## config.mk

```make
export PLATFORM = sky130hd
export DESIGN_NAME = quad_decoder
export DESIGN_NICKNAME = d
export VERILOG_FILES = /design/src/rtl/quad_pkg.sv /design/src/rtl/quad_filter.sv /design/src/rtl/quad_decoder.sv
export SDC_FILE = /design/constraint.sdc
export NUM_CORES = 1
export LEC_CHECK = 0
export ABC_CLOCK_PERIOD_IN_PS = 1800
export CAP_MARGIN = 20
export CELL_PAD_IN_SITES_DETAIL_PLACEMENT = 0
export CELL_PAD_IN_SITES_GLOBAL_PLACEMENT = 1
export CORE_AREA = 3 3 54 56
export DETAILED_ROUTE_END_ITERATION = 7
export DIE_AREA = 0 0 57 59
export MAX_ROUTING_LAYER = met4
export PLACE_DENSITY = 0.81
export SLEW_MARGIN = 20
export SYNTH_ARGS = -nofsm -noshare
export SYNTH_HDL_FRONTEND = slang
export SYNTH_SLANG_ARGS = --single-unit
```

## constraint.sdc

```tcl
create_clock -name clk -period 1.8 [get_ports clk]
set_input_delay 0.45 -clock clk [delete_from_list [all_inputs] [get_ports clk]]
set_output_delay 0.45 -clock clk [all_outputs]
set_load 0.02 [all_outputs]
```

## src/rtl/quad_pkg.sv

```systemverilog
// Shared types and constants for the quadrature decoder: phase encoding,
// decoder state enum and the Gray-code up-sequence helper.
package quad_pkg;

  typedef enum logic {
    INIT = 1'b0,
    RUN  = 1'b1
  } dec_state_t;

  typedef logic [1:0] phase_t;

  localparam phase_t PH_00 = 2'b00;
  localparam phase_t PH_01 = 2'b01;
  localparam phase_t PH_11 = 2'b11;
  localparam phase_t PH_10 = 2'b10;

  localparam int unsigned SYNC_STAGES = 2;
  localparam logic [7:0]  ERRCNT_MAX  = 8'd255;

  // Phase that follows p when the encoder turns in the up direction.
  function automatic phase_t next_up(input phase_t p);
    phase_t n;
    case (p)
      PH_00:   n = PH_01;
      PH_01:   n = PH_11;
      PH_11:   n = PH_10;
      default: n = PH_00;
    endcase
    return n;
  endfunction

endpackage

```

## src/rtl/quad_filter.sv

```systemverilog
// One encoder channel: 2-flop synchroniser followed by a debounce filter that
// accepts a new level only after it has held for FILTER_LEN cycles.
module quad_filter
  import quad_pkg::*;
#(
  parameter int unsigned FILTER_LEN = 3
) (
  input  logic clk,
  input  logic rst,
  input  logic ch_i,
  output logic filt_o
);

  localparam int unsigned         CNT_W    = 4;
  localparam logic [CNT_W-1:0]    CNT_LAST = CNT_W'(FILTER_LEN - 1);

  logic [SYNC_STAGES-1:0] sync_q;
  logic                   level;
  logic                   filt_q, filt_d;
  logic [CNT_W-1:0]       cnt_q, cnt_d;

  assign level  = sync_q[SYNC_STAGES-1];
  assign filt_o = filt_q;

  // Count consecutive disagreeing samples; any agreeing sample restarts the count.
  always_comb begin
    filt_d = filt_q;
    cnt_d  = '0;
    if (level != filt_q) begin
      if (cnt_q == CNT_LAST) begin
        filt_d = level;
      end else begin
        cnt_d = cnt_q + CNT_W'(1);
      end
    end
  end

  always_ff @(posedge clk or posedge rst) begin
    if (rst) begin
      sync_q <= '0;
      filt_q <= 1'b0;
      cnt_q  <= '0;
    end else begin
      sync_q <= {sync_q[SYNC_STAGES-2:0], ch_i};
      filt_q <= filt_d;
      cnt_q  <= cnt_d;
    end
  end

endmodule

```

## src/rtl/quad_decoder.sv

```systemverilog
// Quadrature decoder: filters channels a/b, emits step/updn per legal Gray
// phase change and err on double-edge changes. QUAD_ERRCNT_EN adds err_count.
module quad_decoder
  import quad_pkg::*;
#(
  parameter int unsigned FILTER_LEN = 3
) (
  input  logic       clk,
  input  logic       rst,
  input  logic       a,
  input  logic       b,
`ifdef QUAD_ERRCNT_EN
  input  logic       err_clr,
  output logic [7:0] err_count,
`endif
  output logic       step,
  output logic       updn,
  output logic       err,
  output logic       ready
);

  localparam int unsigned            SETTLE_W    = 5;
  localparam logic [SETTLE_W-1:0]    SETTLE_LAST = SETTLE_W'(FILTER_LEN + 2);

  logic                filt_a, filt_b;
  phase_t              ph, ph_diff;
  phase_t              prev_q, prev_d;
  dec_state_t          state_q, state_d;
  logic [SETTLE_W-1:0] settle_q, settle_d;
  logic                settle_done;
  logic                step_q, step_d;
  logic                err_q, err_d;
  logic                updn_q, updn_d;
  logic                ready_q, ready_d;

  quad_filter #(.FILTER_LEN(FILTER_LEN)) u_filt_a (
    .clk    (clk),
    .rst    (rst),
    .ch_i   (a),
    .filt_o (filt_a)
  );

  quad_filter #(.FILTER_LEN(FILTER_LEN)) u_filt_b (
    .clk    (clk),
    .rst    (rst),
    .ch_i   (b),
    .filt_o (filt_b)
  );

  assign ph          = {filt_a, filt_b};
  assign ph_diff     = ph ^ prev_q;
  assign settle_done = (settle_q == SETTLE_LAST);

  always_ff @(posedge clk or posedge rst) begin
    if (rst) begin
      state_q  <= INIT;
      settle_q <= '0;
      prev_q   <= PH_00;
      step_q   <= 1'b0;
      err_q    <= 1'b0;
      updn_q   <= 1'b0;
      ready_q  <= 1'b0;
    end else begin
      state_q  <= state_d;
      settle_q <= settle_d;
      prev_q   <= prev_d;
      step_q   <= step_d;
      err_q    <= err_d;
      updn_q   <= updn_d;
      ready_q  <= ready_d;
    end
  end

  always_comb begin
    state_d = state_q;
    case (state_q)
      INIT:    if (settle_done) state_d = RUN;
      default: state_d = RUN;
    endcase
  end

  // INIT captures the settled phase as the reference; RUN decodes against it.
  always_comb begin
    settle_d = settle_q;
    prev_d   = prev_q;
    step_d   = 1'b0;
    err_d    = 1'b0;
    updn_d   = updn_q;
    ready_d  = ready_q;
    case (state_q)
      INIT: begin
        ready_d = 1'b0;
        if (settle_done) begin
          prev_d  = ph;
          ready_d = 1'b1;
        end else begin
          settle_d = settle_q + SETTLE_W'(1);
        end
      end
      default: begin
        if (ph_diff == 2'b11) begin
          err_d  = 1'b1;
          prev_d = ph;
        end else if (ph_diff != 2'b00) begin
          step_d = 1'b1;
          updn_d = (ph == next_up(prev_q));
          prev_d = ph;
        end
      end
    endcase
  end

  assign step  = step_q;
  assign err   = err_q;
  assign updn  = updn_q;
  assign ready = ready_q;

`ifdef QUAD_ERRCNT_EN
  logic [7:0] errcnt_q, errcnt_d;

  // Clear wins over a coincident err pulse; count sticks at ERRCNT_MAX.
  always_comb begin
    errcnt_d = errcnt_q;
    if (err_clr) begin
      errcnt_d = '0;
    end else if (err_q && (errcnt_q != ERRCNT_MAX)) begin
      errcnt_d = errcnt_q + 8'd1;
    end
  end

  always_ff @(posedge clk or posedge rst) begin
    if (rst) errcnt_q <= '0;
    else     errcnt_q <= errcnt_d;
  end

  assign err_count = errcnt_q;
`endif

endmodule

```

# After elaboration in Yosys (flattened, before gate mapping)
# Index checks and enable logic that the tools add are counted.
# Widths: inputs -> output; s select.
# word_totals
reg_bits,26
input_bits,4
out_inout_bits,4
wordCells,57
# classes
add_sub_neg,3
n_eq_ne,10
muxes,19
n_bitwise,4
n_reduce_logical,8
# ops
operator,n
$mux 4,4
$mux 2,7
$add 4x1->4 const B,2
$eq 4x2->1 const B,2
$reduce_and 2->1,4
$mux 1,7
$pmux 2 s3,1
$add 5x1->5 const B,1
$eq 5x3->1 const B,1
$eq 2x2->1 const B,2
$reduce_bool 2->1,2
$ne 3x1->1 const B,1
$not 1->1,3
$reduce_and 3->1,1
$eq 2x1->1 const B,1
$eq 2x2->1,1
$logic_not 2->1,1
$ne 1x1->1,2
$xor 2x2->2,1

# Longest topological paths before layout
# Gate-level depths: netlist of the first run.
# depth
depth_word,6
ltp_mapped,6
ltp_nobuf,6

# By module
# From an unflattened synthesis of the first run, not the netlist that was laid out.
# unflattened
cells_unflattened,95
area_unflattened_um2,1144.8
# by_module_without_submodules
module,instances,cells_each,area_per_inst_um2,seq_area_each_um2
quad_filter,2,23,286.5,175.2
quad_decoder,1,49,571.8,300.3

# Worst setup path after synthesis of the first run
# No wires, ideal clock.
# synth_path
path_kind,register -> register
startpoint,"register u_filt_b.filt_q, in the netlist u_filt_b.filt_o"
endpoint,register prev_q[0]
setup_time_ps,128
arrival_ps,1497
t_required_ps,1672
slack_ps,176
path_stages_with_launch,7
path_buffers,0
period_less_slack_ps,1624
path_cell_list,dfrtp_1 > xnor2_1 > inv_1 > ha_1 > nand2b_1 > o22ai_2 > mux2_1
# synth_between
elab_chain_len,4
elab_cells_between_ends,9
cone_classes,2 x eq/ne; 4 x mux; 1 x bitwise; 2 x reduce/logical
# synth_rtl
item,line_no,text
from (decl),quad_filter.sv:19,"logic filt_q, filt_d;"
from (signal assigned),quad_filter.sv:45,filt_q <= filt_d;
$xor 2x2->2,quad_decoder.sv:51,assign ph_diff = ph ^ prev_q;
$eq 2x2->1 or $reduce_bool 2->1 (tied branches),"quad_decoder.sv:101, quad_decoder.sv:104",
$ne 3x1->1 (no source line) or $mux 2 (tied branches),n/a,
$reduce_and 2->1 (no source line) or $mux 2 (tied branches),n/a,
to (signal assigned),quad_decoder.sv:66,prev_q <= prev_d;
to (decl),quad_decoder.sv:27,"phase_t prev_q, prev_d;"
# Several ways; a longest one is shown, not always the timed one. The select of a mux whose other input is x is not followed.
# A chain may end at the register's enable or synchronous reset.

# Worst setup path after layout of the first run
# layout_path
startpoint,"register ready_q, in the netlist ready"
endpoint,output ready
# layout_lines
item,line_no,text
from (decl),quad_decoder.sv:34,"logic ready_q, ready_d;"
from (signal assigned),quad_decoder.sv:70,ready_q <= ready_d;
to (decl),quad_decoder.sv:19,output logic ready
# No word-level cell between the ends.

==> flow_metrics.py, run 1 <==
metrics = {
    "outcome": {
        "status": "finished clean",
    },
    "yosys": {
        "synth-edff-count": 0,
        "synth_cells": 92,
        "synth_top_area_cell": "dfrtp_1",
        "synthDistinctLibCells": 24,
        "synthArstFlopShare": 1.00,
        "ys_warn_count": 0,
        "netlist_area_um2": 1120,
        "synth-seq-area-share": 0.582,
        "syn_nets": 102,
        "synth_top_area_frac": 0.582,
        "ys.flop_type": "dfrtp_1",
        "synth.avg_cell_area_um2": 12.1,
        "synthTopCellsByArea": "dfrtp_1 58%, ha_1 6.7%, xnor2_1 5.5%",
        "synth_seq_cells": 26,
    },
    "critical_path": {
        "r2r_start": "prev_q[0]",
        "critPathMaxFanout": 2,
        "cp-end-kind": "primary output",
        "start_kind": "flop",
        "crit_required_ns": 1.35,
        "cp-startpoint": "ready",
        "path_cells": "clkdlybuf4s50_1",
        "critical_path.top_delay_family": "buffers and inverters",
        "path_class": "reg2out",
        "cp.arrival_ns": 1.29,
        "slowest_stage": "clkdlybuf4s50_1",
        "crit_buf_inv": 1,
        "critPathMaxStageDelay_ns": 0.61,
    },
    "hold_path": {
        "min_path_type": "reg2reg",
        "worstHoldStart": "u_filt_b.sync_q[0]",
    },
    "power": {
        "p_leak_uw": 0.000577,
        "peakVddDrop_v": 0.000710,
        "p_per_area_nw_per_um2": 1420,
    },
    "die": {
        "die_area_um2": 3360,
        "rows": 18,
        "core_area_um2": 2480,
        "io_pins": 8,
        "die_x_um": 57,
        "initial_core_util": 0.451,
        "die_h_um": 59,
    },
    "global_routing": {
        "antenna_found_initial": 0,
        "grt_first_pass_wirelength_mm": 2.62,
        "grt.total_usage": 0.101,
        "grt_max_degree": 27,
        "grt_pass1_vias": 642,
        "grt_overflow": 0,
    },
    "drt": {
        "wl_mm": 1.53,
        "avgRoutedWirePerCell_um": 11.3,
        "drc_errors": 0,
        "route.vias.total": 651,
        "firstDrtPassIters": 4,
        "ant_nets": 0,
        "vias_per_cell": 4.82,
        "drt_iter0_drc": 4,
    },
    "sta": {
        "fmax_mhz": 575,
        "finalCritPeriodShare": 0.966,
        "slew_headroom": 0.762,
        "period_minus_slack_ns": 1.74,
        "hold_ws_ns": 0.366,
        "drv_slew": 0,
        "post-route-worst-setup-slack_ns": 0.0604,
        "timing.final.hold_violations": 0,
        "setup_viol": 0,
        "final.setup_skew_ns": 0.00258,
        "worstMarginPinSlew_ns": 0.354,
    },
    "cts": {
        "clk_latency_ns": 0.31,
        "holdBufCountCts": 0,
        "clkTransAtPathRegs_ns": 0.14,
        "post_cts_buffers": 0,
        "numClockSinks": 26,
        "cts_tree": "done",
        "cts_buffers": 3,
        "cts_resized": 0,
        "cts_htree_levels": 1,
        "cts_root_buf": "clkbuf_4",
        "cts_buffer_depth": 2,
    },
    "placed_design": {
        "dp_hpwl_mm": 1.10,
        "placed_area_um2": 1240,
        "place_ws_ns": 0.108,
        "gp_congestion": 0.675,
        "io_buffers": 7,
    },
    "run": {
        "maxCapViolCount": 0,
    },
    "layout": {
        "fin_nets": 116,
        "fillers": 229,
        "antenna_cells": 0,
        "area_growth_pct": 14.9,
        "final_cell_mix": "26 x dfrtp_1, 10 x nor2_1, 8 x inv_1",
        "layout_commonest_cell": "dfrtp_1",
        "utilization": 0.518,
        "design_area_um2": 1280,
        "drive_above_1_share": 0.114,
    },
}
## metrics by stage
| step | std cells | setup TNS, ns | power, µW |
|---|---|---|---|
| finish | 135 | 0 | 1820 |
| global route | 135 | -0.000232 | 1960 |
| CTS | 135 | 0 | 1820 |
| detailed placement | 131 | 0 | 1530 |
| global placement | 131 | 0 | 1510 |
| floorplan | 92 | 0 | 1340 |
## metal layers
metal | wire (µm) | track usage | vias to the layer above
met5 | 0 | - | -
met4 | 6 | 0.0397 | 0
met3 | 61 | 0.0196 | 2
met2 | 691 | 0.155 | 10
met1 | 771 | 0.134 | 313
li1 | - | - | 326
## final timing paths
kind	slack, ns	endpoint	cells past startpoint
worst max-delay path	0.06	ready	1
min in group asynchronous	0.46	ready	3
worst max register to register	0.11	prev_q[1]	6
worst min-delay path	0.37	u_filt_b.sync_q[1]	0
worst min register to register	0.37	u_filt_b.sync_q[1]	0
max in group asynchronous	1.10	u_filt_b.cnt_q[0]	3
## power breakdown
part	total [µW]	internal (µW)	leakage, µW	switching (µW)
clock network	293	124	0.0000210	169
registers	838	719	0.000316	120
logic	691	370	0.000240	321
total	1820	1210	0.000577	610
## cell type report
cell class                 count  area [µm²]  area share
clock buffer                   4        36.3      0.0283
inverter                       8        30.0      0.0234
multi-input combinational     58         444       0.346
tap                           30        37.5      0.0292
timing repair buffer           9        85.1      0.0663
sequential                    26         651       0.507
## kinds of logic (layout without fill, tap and decap cells)
kind of cell    Yosys count  in the layout  synth area share
simple gates             25             25             0.121
fa+ha+maj                 6              6            0.0672
flops                    26             26             0.582
xor+xnor                 13             13             0.102
buf+inv                   8             21            0.0269
compound gates           10             10            0.0605
mux                       4              4            0.0403
## cell usage after synthesis (2+ instances only)
library cell	n
a21oi_1	2
nand3_1	4
mux2_1	2
o21ai_0	3
nand2_1	2
dfrtp_1	26
xor2_1	6
ha_1	6
nor2_1	10
mux2_2	2
and2_1	2
nand2b_1	2
xnor2_1	7
inv_1	8
## flip-flops by register name, summed over array words and instances, names as in the netlist
register         flops
state_q              1
err                  1
u_filt_a.sync_q      2
u_filt_b.cnt_q       4
updn                 1
settle_q             5
u_filt_b.sync_q      2
ready                1
u_filt_a.cnt_q       4
u_filt_b.filt_o      1
step                 1
prev_q               2
u_filt_a.filt_o      1
No activity file was read; power rests on OpenSTA's default activity.
==> run 2, diff against run 1 <==
--- a/config.mk
+++ b/config.mk
@@ -5,14 +5,14 @@
 export SDC_FILE = /design/constraint.sdc
 export NUM_CORES = 1
 export LEC_CHECK = 0
+export ABC_AREA = 0
 export ABC_CLOCK_PERIOD_IN_PS = 1800
 export CAP_MARGIN = 20
 export CELL_PAD_IN_SITES_DETAIL_PLACEMENT = 0
 export CELL_PAD_IN_SITES_GLOBAL_PLACEMENT = 1
-export CORE_AREA = 3 3 54 56
+export CORE_AREA = 2 2 53 55
 export DETAILED_ROUTE_END_ITERATION = 7
-export DIE_AREA = 0 0 57 59
-export MAX_ROUTING_LAYER = met4
+export DIE_AREA = 0 0 55 57
 export PLACE_DENSITY = 0.81
 export SLEW_MARGIN = 20
 export SYNTH_ARGS = -nofsm -noshare
==> run 2 against run 1 <==
Worst setup slack worse by 0.0011 ns; largest power group unchanged; first-iteration DRC count grew 50%; non-clock buffer count rose by 1; fmax about the same; core utilization down 2.8 points; register-to-register slack about the same; clock skew up 0.0047 ns; die area is 6.8% lower; hold slack lost 0.0054 ns; via count increased by 1.1%.
==> flow_metrics.py, run 2 (synthesis results as in run 1) <==
metrics = {
    "drt": {
        "drt_iter0_drc": 6,
        "vias_per_cell": 4.84,
        "route.vias.total": 658,
        "wl_mm": 1.55,
        "firstDrtPassIters": 2,
        "drc_errors": 0,
        "avgRoutedWirePerCell_um": 11.4,
        "ant_nets": 0,
    },
    "cts": {
        "clkTransAtPathRegs_ns": 0.13,
        "cts_root_buf": "clkbuf_4",
        "post_cts_buffers": 0,
        "cts_buffer_depth": 2,
        "cts_htree_levels": 1,
        "numClockSinks": 26,
        "cts_tree": "done",
        "clk_latency_ns": 0.31,
        "cts_buffers": 3,
    },
    "global_routing": {
        "grt_max_degree": 27,
        "antenna_found_initial": 0,
        "grt_first_pass_wirelength_mm": 2.96,
        "grt_pass1_vias": 710,
        "grt_overflow": 0,
        "grt.total_usage": 0.131,
    },
    "sta": {
        "worstMarginPinSlew_ns": 0.352,
        "drv_slew": 0,
        "period_minus_slack_ns": 1.74,
        "slew_headroom": 0.764,
        "final.setup_skew_ns": 0.00725,
        "fin_setup_tns_ns": 0,
        "rsz0062_at_grt": "no",
        "fmax_mhz": 574,
        "timing.final.hold_violations": 0,
        "setup_viol": 0,
        "finalCritPeriodShare": 0.967,
    },
    "die": {
        "rows": 19,
        "die_area_um2": 3140,
        "initial_core_util": 0.427,
        "core_area_um2": 2620,
        "die_h_um": 57,
        "io_pins": 8,
        "die_x_um": 55,
    },
    "layout": {
        "design_area_um2": 1280,
        "final_cell_mix": "26 x dfrtp_1, 10 x nor2_1, 8 x inv_1",
        "largestRegisters": "settle_q (5), u_filt_a.cnt_q (4), u_filt_b.cnt_q (4)",
        "regMostFlops": "settle_q",
        "fin_nets": 117,
        "layout_commonest_cell": "dfrtp_1",
        "utilization": 0.490,
        "largest_reg_flops": 5,
        "drive_above_1_share": 0.114,
        "antenna_cells": 0,
        "area_growth_pct": 14.7,
        "final_cells": 136,
    },
    "power": {
        "peakVddDrop_v": 0.000739,
        "finalPower_uw": 1780,
        "p_per_area_nw_per_um2": 1390,
        "p_leak_uw": 0.000590,
    },
    "critical_path": {
        "path_class": "reg2out",
        "cp-end-kind": "primary output",
        "path_cells": "clkdlybuf4s50_1",
        "reg2regPathDepth": 6,
        "start_kind": "flop",
        "critical_path.top_delay_family": "buffers and inverters",
        "critPathMaxStageDelay_ns": 0.60,
        "crit_buf_inv": 1,
        "cp.arrival_ns": 1.29,
        "critPathMaxFanout": 2,
        "path_depth": 1,
        "crit_required_ns": 1.35,
        "slowest_stage": "clkdlybuf4s50_1",
    },
    "outcome": {
        "status": "finished clean",
    },
    "placed_design": {
        "gp_congestion": 0.756,
        "placed_area_um2": 1250,
        "placed_cells": 133,
        "io_buffers": 7,
        "dp_hpwl_mm": 1.13,
    },
    "run": {
        "maxCapViolCount": 0,
    },
    "hold_path": {
        "min_path_cells": 0,
        "min_path_type": "reg2reg",
    },
}
run 2: cell types whose count changed in the layout (fill, tap and decap cells not counted):
cell and change:
buf_4 +1, clkbuf_8 -1, clkdlybuf4s50_1 -1, dlymetal6s2s_1 +1
run 2: report_power, final:
part	switching [µW]	total, µW	internal [µW]
sequential	110	829	719
combinational	332	714	382
clock	154	233	78.3
total	596	1780	1180
run 2: layout make-up:
class / instances / area (µm²)
clock buffer: 3 / 22.5
tap: 31 / 38.8
multi-input combinational: 58 / 444
inverter: 8 / 30.0
sequential: 26 / 651
fill: 259 / 1330
timing repair buffer: 10 / 95.1
run 2: per-stage QoR:
step / worst slack, ns / hold WS, ns
after floorplan: 0.176 / 0.331
after global placement: 0.165 / 0.336
after detailed placement: 0.0628 / 0.335
after CTS: 0.0309 / 0.364
after global routing: 0.0183 / 0.385
final: 0.0593 / 0.361
run 2: what timing repair did:
item                                   CTS  global route
hold buffers                             0             0
resized for setup                        0             2
setup endpoints to repair                0             3
endpoints found under the hold margin    0             0
run 2: final timing paths:
path                                    start                 end  slack (ns)
hold / removal             u_filt_b.sync_q[0]  u_filt_b.sync_q[1]        0.36
min in group asynchronous                 rst   u_filt_a.cnt_q[0]        0.47
hold reg to reg            u_filt_b.sync_q[0]  u_filt_b.sync_q[1]        0.36
max in group asynchronous                 rst   u_filt_b.cnt_q[1]        1.08
setup reg to reg                    prev_q[0]           prev_q[0]        0.12
setup / recovery                        ready               ready        0.06
run 2: routing by layer:
layer / wire length [µm] / GRT usage / up-vias
li1: - / - / 329
met1: 728 / 0.168 / 318
met2: 748 / 0.206 / 7
met3: 45 / 0.0314 / 4
met4: 23 / 0.0627 / 0
met5: 0 / 0 / -
